$ cat src/rtl/cell_plot_pkg.sv
// Shared types and constants for the cell plotter: FSM encoding, FIFO sizing,
// default grid geometry and the stored entry layout.
package cell_plot_pkg;

  typedef enum logic [1:0] {
    ST_IDLE  = 2'd0,
    ST_DRAW  = 2'd1,
    ST_CLEAR = 2'd2
  } state_t;

  localparam int FIFO_DEPTH = 4;
  localparam int FIFO_PTR_W = 2;
  localparam int FIFO_CNT_W = 3;

  localparam int DEF_CELL_SIZE = 4;
  localparam int DEF_GRID_W    = 16;
  localparam int DEF_GRID_H    = 16;

  // y is stored as 7 bits: only in-range rows are ever buffered, and every
  // in-range row fits the 7-bit VGA row space.
  localparam int ENT_X_W     = 8;
  localparam int ENT_Y_W     = 7;
  localparam int ENT_COLOR_W = 3;

  typedef struct packed {
    logic [ENT_X_W-1:0]     x;
    logic [ENT_Y_W-1:0]     y;
    logic [ENT_COLOR_W-1:0] color;
  } entry_t;

endpackage

$ cat src/rtl/cell_fifo.sv
// Four-entry synchronous FIFO of cell-update entries with full/empty flags.
module cell_fifo
  import cell_plot_pkg::*;
(
  input  logic   clock,
  input  logic   reset_n,
  input  logic   push,
  input  logic   pop,
  input  entry_t din,
  output entry_t dout,
  output logic   full,
  output logic   empty
);

  localparam logic [FIFO_PTR_W-1:0] PTR_ONE  = FIFO_PTR_W'(1);
  localparam logic [FIFO_CNT_W-1:0] CNT_ONE  = FIFO_CNT_W'(1);
  localparam logic [FIFO_CNT_W-1:0] CNT_FULL = FIFO_CNT_W'(FIFO_DEPTH);

  entry_t                  mem_q [FIFO_DEPTH];
  entry_t                  mem_d [FIFO_DEPTH];
  logic [FIFO_PTR_W-1:0]   wr_ptr_q, wr_ptr_d;
  logic [FIFO_PTR_W-1:0]   rd_ptr_q, rd_ptr_d;
  logic [FIFO_CNT_W-1:0]   count_q, count_d;
  logic                    push_ok, pop_ok;

  assign full    = (count_q == CNT_FULL);
  assign empty   = (count_q == '0);
  assign push_ok = push & ~full;
  assign pop_ok  = pop & ~empty;
  assign dout    = mem_q[rd_ptr_q];

  // Next-state for storage, pointers and occupancy; push+pop keeps count.
  always_comb begin
    mem_d    = mem_q;
    wr_ptr_d = wr_ptr_q;
    rd_ptr_d = rd_ptr_q;
    count_d  = count_q;
    if (push_ok) begin
      mem_d[wr_ptr_q] = din;
      wr_ptr_d        = wr_ptr_q + PTR_ONE;
    end
    if (pop_ok) begin
      rd_ptr_d = rd_ptr_q + PTR_ONE;
    end
    case ({push_ok, pop_ok})
      2'b10:   count_d = count_q + CNT_ONE;
      2'b01:   count_d = count_q - CNT_ONE;
      default: count_d = count_q;
    endcase
  end

  // Register FIFO state; synchronous reset empties the buffer.
  always_ff @(posedge clock) begin
    if (!reset_n) begin
      for (int i = 0; i < FIFO_DEPTH; i++) mem_q[i] <= '0;
      wr_ptr_q <= '0;
      rd_ptr_q <= '0;
      count_q  <= '0;
    end else begin
      for (int i = 0; i < FIFO_DEPTH; i++) mem_q[i] <= mem_d[i];
      wr_ptr_q <= wr_ptr_d;
      rd_ptr_q <= rd_ptr_d;
      count_q  <= count_d;
    end
  end

endmodule

$ cat src/rtl/cell_plotter.sv
// Cell plotter: buffers cell updates and expands each into a CELL_SIZE square
// of VGA pixel writes, with a whole-grid blanking sweep on request.
//
// state    | meaning
// ---------+---------------------------------------------------------------
// ST_IDLE  | no pixel output; start a clear (priority) or pop the next cell
// ST_DRAW  | one cell pixel per cycle, x fastest; chains cells with no gap
// ST_CLEAR | one black pixel per cycle across the grid area, row-major
module cell_plotter
  import cell_plot_pkg::*;
#(
  parameter int CELL_SIZE = DEF_CELL_SIZE,
  parameter int GRID_W    = DEF_GRID_W,
  parameter int GRID_H    = DEF_GRID_H
) (
  input  logic       clock,
  input  logic       reset_n,
  input  logic       cell_valid,
  output logic       cell_ready,
  input  logic [7:0] cell_x,
  input  logic [7:0] cell_y,
  input  logic [2:0] cell_color,
  input  logic       clear_req,
  output logic [7:0] vga_x,
  output logic [6:0] vga_y,
  output logic [2:0] vga_colour,
  output logic       vga_plot,
  output logic       busy
);

  localparam logic [7:0] CELL_X   = 8'(CELL_SIZE);
  localparam logic [6:0] CELL_Y   = 7'(CELL_SIZE);
  localparam logic [7:0] CELL_XM1 = 8'(CELL_SIZE - 1);
  localparam logic [6:0] CELL_YM1 = 7'(CELL_SIZE - 1);
  localparam logic [7:0] GRID_W_L = 8'(GRID_W);
  localparam logic [7:0] GRID_H_L = 8'(GRID_H);
  localparam logic [7:0] CLR_XMAX = 8'(GRID_W * CELL_SIZE - 1);
  localparam logic [6:0] CLR_YMAX = 7'(GRID_H * CELL_SIZE - 1);

  state_t     state_q, state_d;
  logic       pending_q, pending_d;
  logic [7:0] px_q, px_d;
  logic [6:0] py_q, py_d;
  logic [7:0] base_x_q, base_x_d;
  logic [6:0] base_y_q, base_y_d;
  logic [2:0] colour_q, colour_d;
  logic [7:0] vga_x_q, vga_x_d;
  logic [6:0] vga_y_q, vga_y_d;
  logic [2:0] vga_colour_q, vga_colour_d;
  logic       vga_plot_q, vga_plot_d;

  logic       fifo_full, fifo_empty, fifo_push, fifo_pop;
  logic       in_range, clear_eff;
  entry_t     fifo_din, head;

  // Out-of-grid entries are still handshaken but never reach the FIFO.
  assign cell_ready = reset_n & ~fifo_full;
  assign in_range   = (cell_x < GRID_W_L) && (cell_y < GRID_H_L);
  assign fifo_push  = cell_valid & cell_ready & in_range;
  assign fifo_din   = '{x: cell_x, y: cell_y[6:0], color: cell_color};

  // A request in the current cycle acts like an already-pending clear.
  assign clear_eff  = pending_q | (clear_req & (state_q != ST_CLEAR));

  assign busy       = (state_q != ST_IDLE) | ~fifo_empty;
  assign vga_x      = vga_x_q;
  assign vga_y      = vga_y_q;
  assign vga_colour = vga_colour_q;
  assign vga_plot   = vga_plot_q;

  cell_fifo u_fifo (
    .clock   (clock),
    .reset_n (reset_n),
    .push    (fifo_push),
    .pop     (fifo_pop),
    .din     (fifo_din),
    .dout    (head),
    .full    (fifo_full),
    .empty   (fifo_empty)
  );

  // FSM next-state, pixel counters and registered VGA outputs.
  always_comb begin
    state_d      = state_q;
    pending_d    = clear_eff;
    px_d         = px_q;
    py_d         = py_q;
    base_x_d     = base_x_q;
    base_y_d     = base_y_q;
    colour_d     = colour_q;
    vga_x_d      = vga_x_q;
    vga_y_d      = vga_y_q;
    vga_colour_d = vga_colour_q;
    vga_plot_d   = 1'b0;
    fifo_pop     = 1'b0;
    case (state_q)
      ST_IDLE: begin
        if (clear_eff) begin
          state_d   = ST_CLEAR;
          pending_d = 1'b0;
          px_d      = '0;
          py_d      = '0;
        end else if (!fifo_empty) begin
          fifo_pop = 1'b1;
          base_x_d = head.x * CELL_X;
          base_y_d = head.y * CELL_Y;
          colour_d = head.color;
          px_d     = '0;
          py_d     = '0;
          state_d  = ST_DRAW;
        end
      end
      ST_DRAW: begin
        vga_plot_d   = 1'b1;
        vga_x_d      = base_x_q + px_q;
        vga_y_d      = base_y_q + py_q;
        vga_colour_d = colour_q;
        if (px_q == CELL_XM1) begin
          px_d = '0;
          if (py_q == CELL_YM1) begin
            py_d = '0;
            if (clear_eff) begin
              state_d   = ST_CLEAR;
              pending_d = 1'b0;
            end else if (!fifo_empty) begin
              fifo_pop = 1'b1;
              base_x_d = head.x * CELL_X;
              base_y_d = head.y * CELL_Y;
              colour_d = head.color;
            end else begin
              state_d = ST_IDLE;
            end
          end else begin
            py_d = py_q + 7'd1;
          end
        end else begin
          px_d = px_q + 8'd1;
        end
      end
      ST_CLEAR: begin
        vga_plot_d   = 1'b1;
        vga_x_d      = px_q;
        vga_y_d      = py_q;
        vga_colour_d = 3'b000;
        if (px_q == CLR_XMAX) begin
          px_d = '0;
          if (py_q == CLR_YMAX) begin
            py_d    = '0;
            state_d = ST_IDLE;
          end else begin
            py_d = py_q + 7'd1;
          end
        end else begin
          px_d = px_q + 8'd1;
        end
      end
      default: begin
        state_d = ST_IDLE;
      end
    endcase
  end

  // Register all plotter state; reset aborts any draw or clear at once.
  always_ff @(posedge clock) begin
    if (!reset_n) begin
      state_q      <= ST_IDLE;
      pending_q    <= 1'b0;
      px_q         <= '0;
      py_q         <= '0;
      base_x_q     <= '0;
      base_y_q     <= '0;
      colour_q     <= '0;
      vga_x_q      <= '0;
      vga_y_q      <= '0;
      vga_colour_q <= '0;
      vga_plot_q   <= 1'b0;
    end else begin
      state_q      <= state_d;
      pending_q    <= pending_d;
      px_q         <= px_d;
      py_q         <= py_d;
      base_x_q     <= base_x_d;
      base_y_q     <= base_y_d;
      colour_q     <= colour_d;
      vga_x_q      <= vga_x_d;
      vga_y_q      <= vga_y_d;
      vga_colour_q <= vga_colour_d;
      vga_plot_q   <= vga_plot_d;
    end
  end

endmodule

$ cat config.mk
export PLATFORM = sky130hd
export DESIGN_NAME = cell_plotter
export DESIGN_NICKNAME = d
export VERILOG_FILES = /design/src/rtl/cell_plot_pkg.sv /design/src/rtl/cell_fifo.sv /design/src/rtl/cell_plotter.sv
export SDC_FILE = /design/constraint.sdc
export NUM_CORES = 1
export LEC_CHECK = 0
export BUFFER_PORTS_ARGS = -buffer_cell sky130_fd_sc_hd__buf_4
export CORE_AREA = 3 3 124 78
export CTS_BUF_LIST = sky130_fd_sc_hd__clkbuf_8
export DETAILED_ROUTE_END_ITERATION = 6
export DIE_AREA = 0 0 127 81
export PLACE_DENSITY = 0.94
export SYNTH_ARGS = -nofsm -noshare
export SYNTH_HDL_FRONTEND = slang
export SYNTH_SLANG_ARGS = --single-unit
$ cat constraint.sdc
create_clock -name clock -period 3.5 [get_ports clock]
set_input_delay 0.7 -clock clock [delete_from_list [all_inputs] [get_ports clock]]
set_output_delay 0.7 -clock clock [all_outputs]
set_load 0.01 [all_outputs]
# Word level (Yosys, flattened, before mapping)
# Index checks and enable logic that the tools add are counted.
# totals
out_inout_bits,21
input_bits,23
reg_bits,134
elab_cells,136
# classes
order_cmp,5
n_addsub,8
n_eq_ne,16
n_reduce_logical,14
muxes,55
bitwise,12
# op_table
op,n
bitwise mux 72 bit,1
two-way mux 7 bit,10
two-way mux 8 bit,8
binary-select mux 18 bit (select 2 bit),1
demux 18 bit (select 2 bit),1
two-way mux 16 bit,2
case mux 8 bit (2 select lines),2
case mux 7 bit (2 select lines),2
case mux 8 bit (3 select lines),1
case mux 7 bit (3 select lines),1
two-way mux 18 bit,1
case mux 3 bit (2 select lines),3
"< comparator 8 x 5 -> 1 bit, second input constant",2
two-way mux 2 bit,8
two-way mux 3 bit,4
"!= test 2 bit, second input constant",5
"adder 8 x 1 -> 8 bit, second input constant",1
adder 8 bit,1
"== test 8 x 2 -> 1 bit, second input constant",1
"== test 8 x 6 -> 1 bit, second input constant",1
nonzero test 2 bit,4
"adder 7 x 1 -> 7 bit, second input constant",1
adder 7 bit,1
"== test 7 x 2 -> 1 bit, second input constant",1
26 further kinds,47

# Longest topological paths before layout
# depth
depth_word,10
depth_mapped,13
ltp_nobuf,11

# Cells and area by module
# From an unflattened synthesis, not the netlist that was laid out.
# hier_totals
hier_cells,667
hier_area_um2,6433.7
# modules_own_cells
mod,n_inst,seq_area_each_um2,area_per_inst_um2,cells_per_inst
cell_fifo,1,1581.5,3530.9,325
cell_plotter,1,1021.0,2902.8,342

# Worst setup path after synthesis
# Ideal clock, no wire load.
# synth_path
path_kind,input to register
start,input port clear_req
end,register u_fifo.count_q[2]
n_path_buf,1
required_time_ps,3430
cell_stages,10
setup_ps,70
t_arrival_ps,2738
slack_ps,692
path_cell_list,nor2b_1 > or3_1 > clkbuf_1 > nor2_1 > ha_1 > inv_1 > fa_1 > xor2_1 > or3_1 > a21oi_1
# synth_between
elab_chain_cells,9
elab_cells_between_ends,11
cone_classes,2 x eq/ne; 5 x mux; 3 x bitwise; 1 x reduce/logical
# synth_lines
item,line_no,source
from (decl),cell_plotter.sv:23,"input logic clear_req,"
AND 1 bit (*),cell_plotter.sv:63,assign clear_eff = pending_q | (clear_req & (state_q != ST_CLEAR));
bitwise OR 1 bit (*),cell_plotter.sv:63,
two-way mux 1 bit (*),cell_plotter.sv:98,if (clear_eff) begin
two-way mux 1 bit,cell_plotter.sv:120,if (py_q == CELL_YM1) begin
two-way mux 1 bit,cell_plotter.sv:118,if (px_q == CELL_XM1) begin
case mux 1 bit (2 select lines) (*),cell_plotter.sv:96,case (state_q)
AND 1 bit (*),cell_fifo.sv:29,assign pop_ok = pop & ~empty;
via u_fifo.pop_ok,cell_fifo.sv:24,"logic push_ok, pop_ok;"
== test 2 x 1 -> 1 bit / == test 2 bit (equally long branches),cell_fifo.sv:45,"case ({push_ok, pop_ok})"
case mux 3 bit (2 select lines) / nonzero test 2 bit (equally long branches),--,
to (signal assigned),cell_fifo.sv:63,count_q <= count_d;
to (decl),cell_fifo.sv:23,"logic [FIFO_CNT_W-1:0] count_q, count_d;"
# The timed path passes the listed nets; every way through them passes the cells marked *.
# A chain may end at the register's enable or synchronous reset.

# Final worst setup path
# layout_path
start,register px_q[2]
end,register u_fifo.count_q[2]
# layout_between
elab_chain_cells,6
elab_cells_between_ends,8
cone_classes,3 x eq/ne; 3 x mux; 1 x bitwise; 1 x reduce/logical
# layout_lines
item,line_no,source
from (decl),cell_plotter.sv:42,"logic [7:0] px_q, px_d;"
from (signal assigned),cell_plotter.sv:180,px_q <= px_d;
== test 8 x 2 -> 1 bit (*),cell_plotter.sv:118,
two-way mux 1 bit (*),cell_plotter.sv:118,
case mux 1 bit (2 select lines) (*),cell_plotter.sv:96,
AND 1 bit (*),cell_fifo.sv:29,
via u_fifo.pop_ok,cell_fifo.sv:24,
== test 2 x 1 -> 1 bit / == test 2 bit (equally long branches),cell_fifo.sv:45,
case mux 3 bit (2 select lines) / nonzero test 2 bit (equally long branches),--,
# Marked as above.

==> impl_metrics.ini <==
[status]
status = finished clean

[timing]
fin_crit_sh_pct = 90.9
worst_pin_slew_ns = 0.905
fmax_mhz = 314
setup_slack_ns = 0.317
slew_viol_final = 0
setup_viol = 0
finClkSkew_ns = 0.0121
slew_headroom_pct = 39.6
min_period_ns = 3.18
tns_ns = 0
hold_violations = 0
holdWs_ns = 0.478
rsz0062_at_grt = false

[clock_network]
tritoncts = built
post_cts_resized = 0
clk_latency_ns = 0.44
holdBufCountCts = 0
htreeDepth = 4
cts_sinks = 114
clock_path_buffers = 2
cts_inserted_buffers = 17
cts_setup_buffers = 0
root_buffer = clkbuf_8
cts.clk_slew.worst_paths_ns = 0.07

[synth]
synth_nets = 614
ys_seq_elements = 114
yosys.area.top_type = dfxtp_1
synth_cell_types = 52
synth_top_area_share_pct = 42.6
synthCells = 568
synth-edff-count = 0
ys_warn_count = 0
synthFlopType = dfxtp_1
ys_seq_area_share_pct = 42.6
synth_area_um2 = 5360
avgSynthCellArea_um2 = 9.43
async_reset_ff_share_pct = 0
netlist_top_cells_area = dfxtp_1 43%, mux2i_1 10%, mux4_2 5.9%

[route]
drt-vias-per-instance = 6.21
drc_errors = 0
wl_per_cell_um = 18.7
wl_mm = 13.7
num_vias = 4549
dr.pass1.iters = 5
drt_iter0_markers = 406
drtAntennaViolNets = 0

[worst_setup_path]
path_max_fanout = 7
crit_family = simple AND/OR/NAND/NOR gates
r2r_cells = 10
r2r_end = u_fifo.count_q[2]$_SDFFE_PN0P_
criticalPathCategory = flop to flop
critPathLaunchType = flop
reg2reg_from = px_q[2]$_SDFFE_PN0P_
startpoint = px_q[2]$_SDFFE_PN0P_
crit_required_ns = 3.85
critPathBufInv = 1
critical_path_arrival_ns = 3.53
max_stage_delay_ns = 0.46
crit_chain = nor4_1 > nand3_1 > o31a_1 > nor2_1 > ha_1 > inv_1 > fa_1 > xor2_1 > or3_1 > a21oi_1
endpoint_kind = flop
r2r_setup_slack_ns = 0.32
slowest_stage = nor4_1

[min_path]
hold_path_end = vga_colour[1]$_SDFFE_PN0P_
hold_depth = 2
min-delay-start = colour_q[1]$_SDFFE_PN0P_
hold_class = flop to flop

[die]
rows = 26
core_area_um2 = 8520
die_y_um = 81
io_pins = 44
die_area_um2 = 10300
die_x_um = 127
initial_core_util_pct = 62.8

[placed_design]
io_buffers = 43
dp.final_hpwl_mm = 9.34
dp_worst_setup_slack_ns = 0.443
place_congestion = 0.907

[layout]
nNetsFinal = 656
areaGrowthSynthToFinish_pct = 15.4
ff_latch_area_um2 = 2280
fill_cells = 599
final_common_cell = dfxtp_1
mostFrequentLayoutCells = 114 x dfxtp_1, 70 x nor2_1, 56 x mux2i_1, 56 x buf_4, 33 x nand2_1
multiInputGateArea_um2 = 2850
drive_above_1_share_pct = 17.9
insertedDiodeCount = 0

[job]
cap_viol_max_count = 0

[pwr]
power_leakage_nw = 2.35
peakVddDrop_uv = 410
power_w = 0.00318
power_density_nw_per_um2 = 514

[grt]
grt_pass1_vias = 4549
grt_start_max_net_pins = 84
grt-ovfl-total = 0
grt_pass1_wl_mm = 22.7
gr-usage-all-layers_pct = 28.3
antenna_found_initial = 0
==> power breakdown <==
| part | total, W | switching (W) | internal (W) |
|---|---|---|---|
| combinational | 0.000590 | 0.000374 | 0.000216 |
| clock | 0.00122 | 0.000511 | 0.000708 |
| sequential | 0.00137 | 0.0000327 | 0.00134 |
| total | 0.00318 | 0.000918 | 0.00226 |
==> state kept, by name, summed over array words and instances, names as in the netlist <==
name             cells
base_x_q             6
base_y_q             5
colour_q             3
pending_q            1
px_q                 8
py_q                 7
state_q              2
u_fifo.count_q       3
u_fifo.mem_q        56
u_fifo.rd_ptr_q      2
u_fifo.wr_ptr_q      2
vga_colour           3
vga_plot             1
vga_x                8
vga_y                7
==> cell families (layout without fill, tap and decap cells) <==
family / count (synthesis) / count (layout) / share of synthesized area [%]
mux: 70 / 70 / 16.4
buf+inv: 60 / 113 / 4.60
simple gates: 189 / 189 / 16.9
flops: 114 / 114 / 42.6
xor+xnor: 9 / 9 / 1.47
compound gates: 103 / 103 / 12.3
fa+ha+maj: 23 / 23 / 5.79
==> how the worst max path moves through the flow <==
stage / endpoint / slack [ns] / depth (start not counted)
after floorplan: u_fifo.count_q[2]$_SDFFE_PN0P_ / 0.69 / 10
after global routing: u_fifo.count_q[2]$_SDFFE_PN0P_ / 0.30 / 10
after global placement: u_fifo.count_q[2]$_SDFFE_PN0P_ / 0.66 / 10
after detailed placement: u_fifo.count_q[2]$_SDFFE_PN0P_ / 0.44 / 10
final: u_fifo.count_q[2]$_SDFFE_PN0P_ / 0.32 / 10
after CTS: u_fifo.count_q[2]$_SDFFE_PN0P_ / 0.42 / 10
==> worst register-to-register path: cells and delay by family, from the launching register on <==
family | cells | cell delay [ns]
adder cells (fa/ha/maj) | 2 | 0.69
AO/OA/AOI/OAI | 2 | 0.50
AND/OR/NAND/NOR | 4 | 1.25
XOR/XNOR | 1 | 0.18
buffers and inverters | 1 | 0.08
flip-flops | 1 | 0.38
==> per-stage QoR <==
| step | cell area, µm² | instances | util, % |
|---|---|---|---|
| floorplan | 5360 | 568 | - |
| global placement | 5790 | 703 | 68.0 |
| detailed placement | 5790 | 703 | 68.0 |
| CTS | 6180 | 733 | 72.5 |
| global route | 6180 | 733 | 72.5 |
| finish | 6180 | 733 | 72.5 |
==> synth_stat cells, types with 5 or more instances <==
master / instances
o21ai_0: 27
xnor2_1: 6
buf_2: 5
clkbuf_1: 23
inv_1: 26
nor2b_1: 7
nand3_1: 27
ha_1: 20
a22o_1: 6
mux2i_1: 56
dfxtp_1: 114
mux4_2: 14
nor3_1: 10
nor2_1: 70
and3_1: 16
nand2_1: 33
nand2b_1: 5
a21oi_1: 32
==> area by class of cell <==
class	count	share of cell area, %
clock buffer	22	4.90
clock inverter	8	1.40
inverter	27	1.64
multi-input combinational	394	46.1
sequential	114	36.9
tap	112	2.27
timing repair buffer	56	6.80
==> layer usage <==
| metal | vias to the layer above | global-route usage [%] | share of wire [%] | routed length, µm |
|---|---|---|---|---|
| met5 | - | 0 | 0 | 0 |
| met4 | 0 | 9.96 | 2.3 | 315 |
| met3 | 47 | 10.1 | 9.1 | 1240 |
| met2 | 221 | 43.6 | 44 | 6050 |
| met1 | 2170 | 37.3 | 44 | 6090 |
| li1 | 2111 | - | - | - |
Note: power is estimated with default switching activity, not from simulation.
